===== src/rtl/vector_mem_sequencer.sv =====
// Command sequencer for the 256-column memory vector: expands write/read/clear/fill
// commands into registered memory strobes and returns read data on a response port.
module vector_mem_sequencer #(
  parameter int READ_WAIT = 1
) (
  input  logic       clk,
  input  logic       rst_n,
  input  logic       cmd_valid,
  output logic       cmd_ready,
  input  logic [1:0] cmd_op,
  input  logic [7:0] cmd_col,
  input  logic [2:0] cmd_row,
  input  logic [7:0] cmd_data,
  output logic       rsp_valid,
  input  logic       rsp_ready,
  output logic [7:0] rsp_data,
  output logic [7:0] rsp_col,
  output logic       busy,
  output logic       mem_en,
  output logic [7:0] mem_datain,
  output logic [7:0] mem_rwl,
  output logic [7:0] mem_wwl,
  output logic [7:0] mem_col,
  output logic       mem_read,
  output logic       mem_write,
  output logic       mem_clr,
  input  logic [7:0] mem_dataout
);

  // Handshake: a transfer happens on a rising edge where valid & ready are both 1;
  // valid may drop without a transfer, and cmd_ready is high only while idle.

  typedef enum logic [2:0] {IDLE, WR, RCLR, RD, RSP, CLR, FILL} state_t;

  localparam logic [3:0] RD_LAST = 4'(READ_WAIT);

  state_t     state;
  logic [7:0] col_q;
  logic [7:0] data_q;
  logic [2:0] row_q;
  logic [3:0] rd_cnt;
  logic [7:0] fill_cnt;

  assign cmd_ready = (state == IDLE);
  assign busy      = (state != IDLE);

  always_ff @(posedge clk) begin
    if (!rst_n) begin
      state      <= IDLE;
      col_q      <= 8'h00;
      data_q     <= 8'h00;
      row_q      <= 3'd0;
      rd_cnt     <= 4'd0;
      fill_cnt   <= 8'h00;
      rsp_valid  <= 1'b0;
      rsp_data   <= 8'h00;
      rsp_col    <= 8'h00;
      mem_en     <= 1'b0;
      mem_datain <= 8'h00;
      mem_rwl    <= 8'h00;
      mem_wwl    <= 8'h00;
      mem_col    <= 8'h00;
      mem_read   <= 1'b0;
      mem_write  <= 1'b0;
      mem_clr    <= 1'b0;
    end else begin
      // Strobes describe the state being entered; anything not re-asserted drops to 0.
      mem_en     <= 1'b0;
      mem_datain <= 8'h00;
      mem_rwl    <= 8'h00;
      mem_wwl    <= 8'h00;
      mem_col    <= 8'h00;
      mem_read   <= 1'b0;
      mem_write  <= 1'b0;
      mem_clr    <= 1'b0;
      case (state)
        IDLE: begin
          if (cmd_valid) begin
            col_q  <= cmd_col;
            row_q  <= cmd_row;
            data_q <= cmd_data;
            case (cmd_op)
              2'b00: begin
                state      <= WR;
                mem_en     <= 1'b1;
                mem_write  <= 1'b1;
                mem_wwl    <= 8'd1 << cmd_row;
                mem_col    <= cmd_col;
                mem_datain <= cmd_data;
              end
              2'b01: begin
                state   <= RCLR;
                mem_clr <= 1'b1;
              end
              2'b10: begin
                state   <= CLR;
                mem_clr <= 1'b1;
              end
              default: begin
                state      <= FILL;
                fill_cnt   <= 8'h00;
                mem_en     <= 1'b1;
                mem_write  <= 1'b1;
                mem_wwl    <= 8'd1 << cmd_row;
                mem_col    <= 8'h00;
                mem_datain <= cmd_data;
              end
            endcase
          end
        end
        WR, CLR: state <= IDLE;
        RCLR: begin
          state    <= RD;
          rd_cnt   <= 4'd1;
          mem_en   <= 1'b1;
          mem_read <= 1'b1;
          mem_rwl  <= 8'd1 << row_q;
          mem_col  <= col_q;
        end
        RD: begin
          if (rd_cnt == RD_LAST) begin
            state     <= RSP;
            rsp_valid <= 1'b1;
            rsp_data  <= mem_dataout;
            rsp_col   <= col_q;
          end else begin
            rd_cnt   <= rd_cnt + 4'd1;
            mem_en   <= 1'b1;
            mem_read <= 1'b1;
            mem_rwl  <= 8'd1 << row_q;
            mem_col  <= col_q;
          end
        end
        RSP: begin
          if (rsp_ready) begin
            rsp_valid <= 1'b0;
            state     <= IDLE;
          end
        end
        FILL: begin
          // The counter wraps to 0 on the exit edge; it only restarts on the next fill.
          fill_cnt <= fill_cnt + 8'd1;
          if (fill_cnt == 8'hFF) begin
            state <= IDLE;
          end else begin
            mem_en     <= 1'b1;
            mem_write  <= 1'b1;
            mem_wwl    <= 8'd1 << row_q;
            mem_col    <= fill_cnt + 8'd1;
            mem_datain <= data_q;
          end
        end
        default: state <= IDLE;
      endcase
    end
  end

endmodule


===== config.mk =====
export PLATFORM = sky130hd
export DESIGN_NAME = vector_mem_sequencer
export DESIGN_NICKNAME = d
export VERILOG_FILES = /design/src/rtl/vector_mem_sequencer.sv
export SDC_FILE = /design/constraint.sdc
export NUM_CORES = 1
export LEC_CHECK = 0
export ABC_AREA = 1
export CORE_MARGIN = 2
export CORE_UTILIZATION = 53
export CTS_CLUSTER_DIAMETER = 200
export CTS_CLUSTER_SIZE = 28
export DETAILED_ROUTE_END_ITERATION = 8
export GPL_TIMING_DRIVEN = 0
export PLACE_DENSITY = 0.92
export SETUP_SLACK_MARGIN = 0.5
export SYNTH_ARGS = -nofsm -noshare
export SYNTH_HDL_FRONTEND = slang
export SYNTH_SLANG_ARGS = --single-unit

===== constraint.sdc =====
create_clock -name clk -period 3.8 [get_ports clk]
set_clock_uncertainty 0.2 [all_clocks]
set_input_delay 0.95 -clock clk [delete_from_list [all_inputs] [get_ports clk]]
set_output_delay 0.95 -clock clk [all_outputs]
set_load 0.02 [all_outputs]

==> reports/summary.md <==
The flow ran to the end, and the final reports show no timing, DRC or antenna violations. In the final layout, the multi-input gates occupy 1550 µm². The run gives 2.563 mW as the total power consumption of the routed design. Port buffering added 86 buffers. The tools report the area occupied by registers as 1742 µm².

The net count of the finished layout is 605. The critical path arrival is 1810 ps. STA classifies the critical path endpoint as an output pin. The growth of design area from synthesis to finish was 31.98%; the clock sink count was 87. The worst path uses 77.90% of the clock period.

During I/O placement, the number of pins put on the boundary was 88. The number of clock buffers inserted by TritonCTS was 9. Leakage component of the power: 1.879 nW. Synthesis produced a netlist whose cell count is 468. The startpoint class of the critical path is a register. For the final routed database, the setup TNS stands at 0 ps.

The relative slew slack is 64.60%, and the number of vias per cell after detailed routing is 5.519. TritonCTS built the clock tree. The tools report the worst-case hold path end point as data_q[7].

Number of setup violations in the final report: 0. For the initial antenna violation count, the log shows 0. The tool flagged a number of max-cap violations equal to 0. The run gives 4522 µm² as the total cell area at the placement stage. The via count of the first global-routing pass came out at 3,485.

The die is 86.01 µm tall. The netlist uses 31 different library cells. The worst register-to-register path ends at mem_col[3]. Of all cell types, the one taking the most synthesized area is sky130_fd_sc_hd__dfxtp_1. For this run, the leading register cell type out of synthesis is sky130_fd_sc_hd__dfxtp_1. For this run, asynchronously set or reset flops after synthesis account for 0%. The clock transition time at the flip-flop clock pins of the worst setup and hold paths is 90 ps, and the post-route worst setup slack is 839.8 ps. The summed instance area of the synthesized netlist is 3565 µm², and the time the worst path needs with I/O delays and setup is 2960 ps.

In this run the deepest clock path goes through 2 buffers. The maximum fanout encountered on the critical timing path was 7. The cell sitting at the root of the clock tree is a sky130_fd_sc_hd__clkbuf_8.

In this run, synthesis inferred 0 flip-flops with an integrated enable. The number of H-tree branching levels was 3. The HPWL after detailed placement is 7074 µm.

Timing analysis after detailed placement gives a worst setup slack of 1000 ps. The weighted congestion reported at the end of routability-driven placement was 0.9066; the routed wire length per instance was 15.04 µm. In the post-synthesis netlist, the biggest area contributors are sky130_fd_sc_hd__dfxtp_1, sky130_fd_sc_hd__nand2_1, sky130_fd_sc_hd__nor2_1. Based on the critical path, the design can be clocked at up to 0.3378 GHz. Once the floorplan was initialized, standard cells occupied 55.50% of the core. Summing the sequential cell areas from Yosys gives 48.86% of the chip area. The required time of the critical path is 2650 ps, and the hold buffer count at cts is 0. Setup repair after global routing left no endpoint under its margin.

The start of the worst register-to-register path was fill_cnt[0]. The slew at the pin closest to its max-slew limit came out at 531.0 ps. The count of nets left with antenna violations once routing finished came out at 0. The run gives 4 as the count of TritonRoute iterations in the first routing pass. The pin count of the biggest net entering global routing was 16; the utilization after layout was 73.25%. Summing over every cut layer, the via total after detailed routing is 3,571. Fill cells in the final layout number 487.

The share of synthesized area in the top cell type comes to 48.86%. For this block, the routed nets add up to 9731 µm of wire. The number of rows in the core area was 29. The worst setup path is of the register to output pin kind. The buffer count from post-CTS setup fixing came out at 0. The DRC violation count after routing was 0. The floorplan step defined a die boundary enclosing 7398 µm². The standard cell core area is 6422 µm². The run gives 27.14% as the all-layer global routing usage. Counting every net in the synthesized netlist gives 508. Synthesis inferred 87 register bits.

Fraction of final layout cells with drive strength greater than 1: 7.544%. Clock latency reported for the late side of the worst-skew pair: 360 ps. Along the worst hold path, the cell count comes to 2. Gates resized during post-CTS repair numbered 0. Yosys printed 0 warnings. The total overflow left after global routing is 0. The die is 86.01 µm wide.

The tightest hold path in the finished design has a slack of 277.4 ps. For the worst IR drop on VDD, the log shows 0.3015 mV. The total power per unit cell area was 544.8 nW/µm²; the filler-free cell count of the finished design was 647.

The run gives 4705 µm² as the design area. Measured in cells, the most critical reg-to-reg path has a length of 7. Kind of path behind the tightest hold check: register to register. The number of DRC violations after detailed-routing iteration 0 is 226, and the post-synthesis area per instance is 7.617 µm². The logs give 631 for the number of placed instances, taps included and 0 for the number of max-slew violations in the final report. Setup slack on the worst reg-to-reg path comes out at 1930 ps. In this run the most critical hold path is launched from data_q[7]. The repair_antennas step left the layout with diodes totalling 0.

The first-pass GRT wire length is 15,900 µm, and the final hold violation count is 0.
## cell usage after synthesis (all sizes together) (3+ instances only)
cell type	instances
a21oi	46
a31oi	6
buf	12
clkbuf	10
clkinv	3
dfxtp	87
ha	7
inv	37
nand2	94
nand3	32
nor2	73
nor3	9
nor4	8
o21ai	35
## worst max-delay path by stage
stage	slack, ps	end	cells after the start	from
floorplan	1720	state[0]	7	cmd_op[0]
global placement	1000	mem_wwl[0]	8	cmd_op[0]
detailed placement	1000	state[0]	8	cmd_op[0]
CTS	860	cmd_ready	4	state[1]
global route	800	cmd_ready	4	state[1]
finish	840	cmd_ready	4	state[1]
## final cells by class
type / instances / share of cell area (%)
plain buffers: 22 / 2.553
clock buffers: 10 / 2.926
clock inverters: 6 / 0.9574
inverters: 40 / 3.245
multi-input cells: 319 / 32.95
flip-flops and latches: 87 / 37.02
well taps: 77 / 2.048
repair buffers: 86 / 18.30
## state kept, by name, summed over array words and instances, names as in the netlist, 4 cells and up
| signal | cells |
|---|---|
| col_q | 8 |
| data_q | 8 |
| fill_cnt | 8 |
| mem_col | 8 |
| mem_datain | 8 |
| mem_rwl | 8 |
| mem_wwl | 8 |
| rsp_col | 8 |
| rsp_data | 8 |
| rd_cnt | 4 |
## cell families after synthesis
family | count (synthesis) | synth area share, %
adder cells (fa/ha/maj) | 7 | 2.457
buffers and inverters | 62 | 7.652
flip-flops | 87 | 48.86
XOR/XNOR | 2 | 0.4915
AND/OR/NAND/NOR | 220 | 27.31
AO/OA/AOI/OAI | 90 | 13.23
## report_power, final
| group | leakage, nW | internal, mW | switching, mW |
|---|---|---|---|
| Clock | 0.0849 | 0.257 | 0.342 |
| Combinational | 1.09 | 0.307 | 0.560 |
| Sequential | 0.706 | 1.03 | 0.0705 |
## routing by layer
metal / track usage (%) / wire [µm]
met4: 12.84 / 307
met2: 45.74 / 4720
met5: 0 / 0
met3: 4.909 / 787
met1: 33.52 / 3916
## cell usage in the layout, fill, tap and decap left out
master	instances
sky130_fd_sc_hd__nand2_1	91
sky130_fd_sc_hd__dfxtp_1	87
sky130_fd_sc_hd__clkdlybuf4s50_1	86
sky130_fd_sc_hd__nor2_1	69
sky130_fd_sc_hd__a21oi_1	45
sky130_fd_sc_hd__o21ai_0	34
sky130_fd_sc_hd__inv_1	33
sky130_fd_sc_hd__nand3_1	32
sky130_fd_sc_hd__clkbuf_8	11
sky130_fd_sc_hd__buf_2	10
sky130_fd_sc_hd__clkbuf_1	9
sky130_fd_sc_hd__nor3_1	9
sky130_fd_sc_hd__nor4_1	8
sky130_fd_sc_hd__ha_1	7
sky130_fd_sc_hd__a31oi_1	6
sky130_fd_sc_hd__inv_2	3
sky130_fd_sc_hd__clkinv_1	3
sky130_fd_sc_hd__clkinvlp_4	3
sky130_fd_sc_hd__nor2_4	2
sky130_fd_sc_hd__nand2_4	2
sky130_fd_sc_hd__nor2_8	2
sky130_fd_sc_hd__buf_6	2
sky130_fd_sc_hd__xor2_1	2
sky130_fd_sc_hd__o21bai_1	2
sky130_fd_sc_hd__inv_4	1
sky130_fd_sc_hd__a21oi_2	1
sky130_fd_sc_hd__nand2_2	1
sky130_fd_sc_hd__nand3b_1	1
sky130_fd_sc_hd__or2_2	1
sky130_fd_sc_hd__o21ai_2	1
sky130_fd_sc_hd__nand4_1	1
sky130_fd_sc_hd__and2_1	1
sky130_fd_sc_hd__o22ai_1	1
sky130_fd_sc_hd__inv_6	1
sky130_fd_sc_hd__clkinv_4	1
sky130_fd_sc_hd__clkinv_2	1
## critical path, cell delays in order, from the launching register on
cell and delay, ps:
sky130_fd_sc_hd__dfxtp_1 380, sky130_fd_sc_hd__nor2_4 160, sky130_fd_sc_hd__nand2_4 120, sky130_fd_sc_hd__inv_1 160, sky130_fd_sc_hd__clkdlybuf4s50_1 630
(Power assumes the default switching activity.)
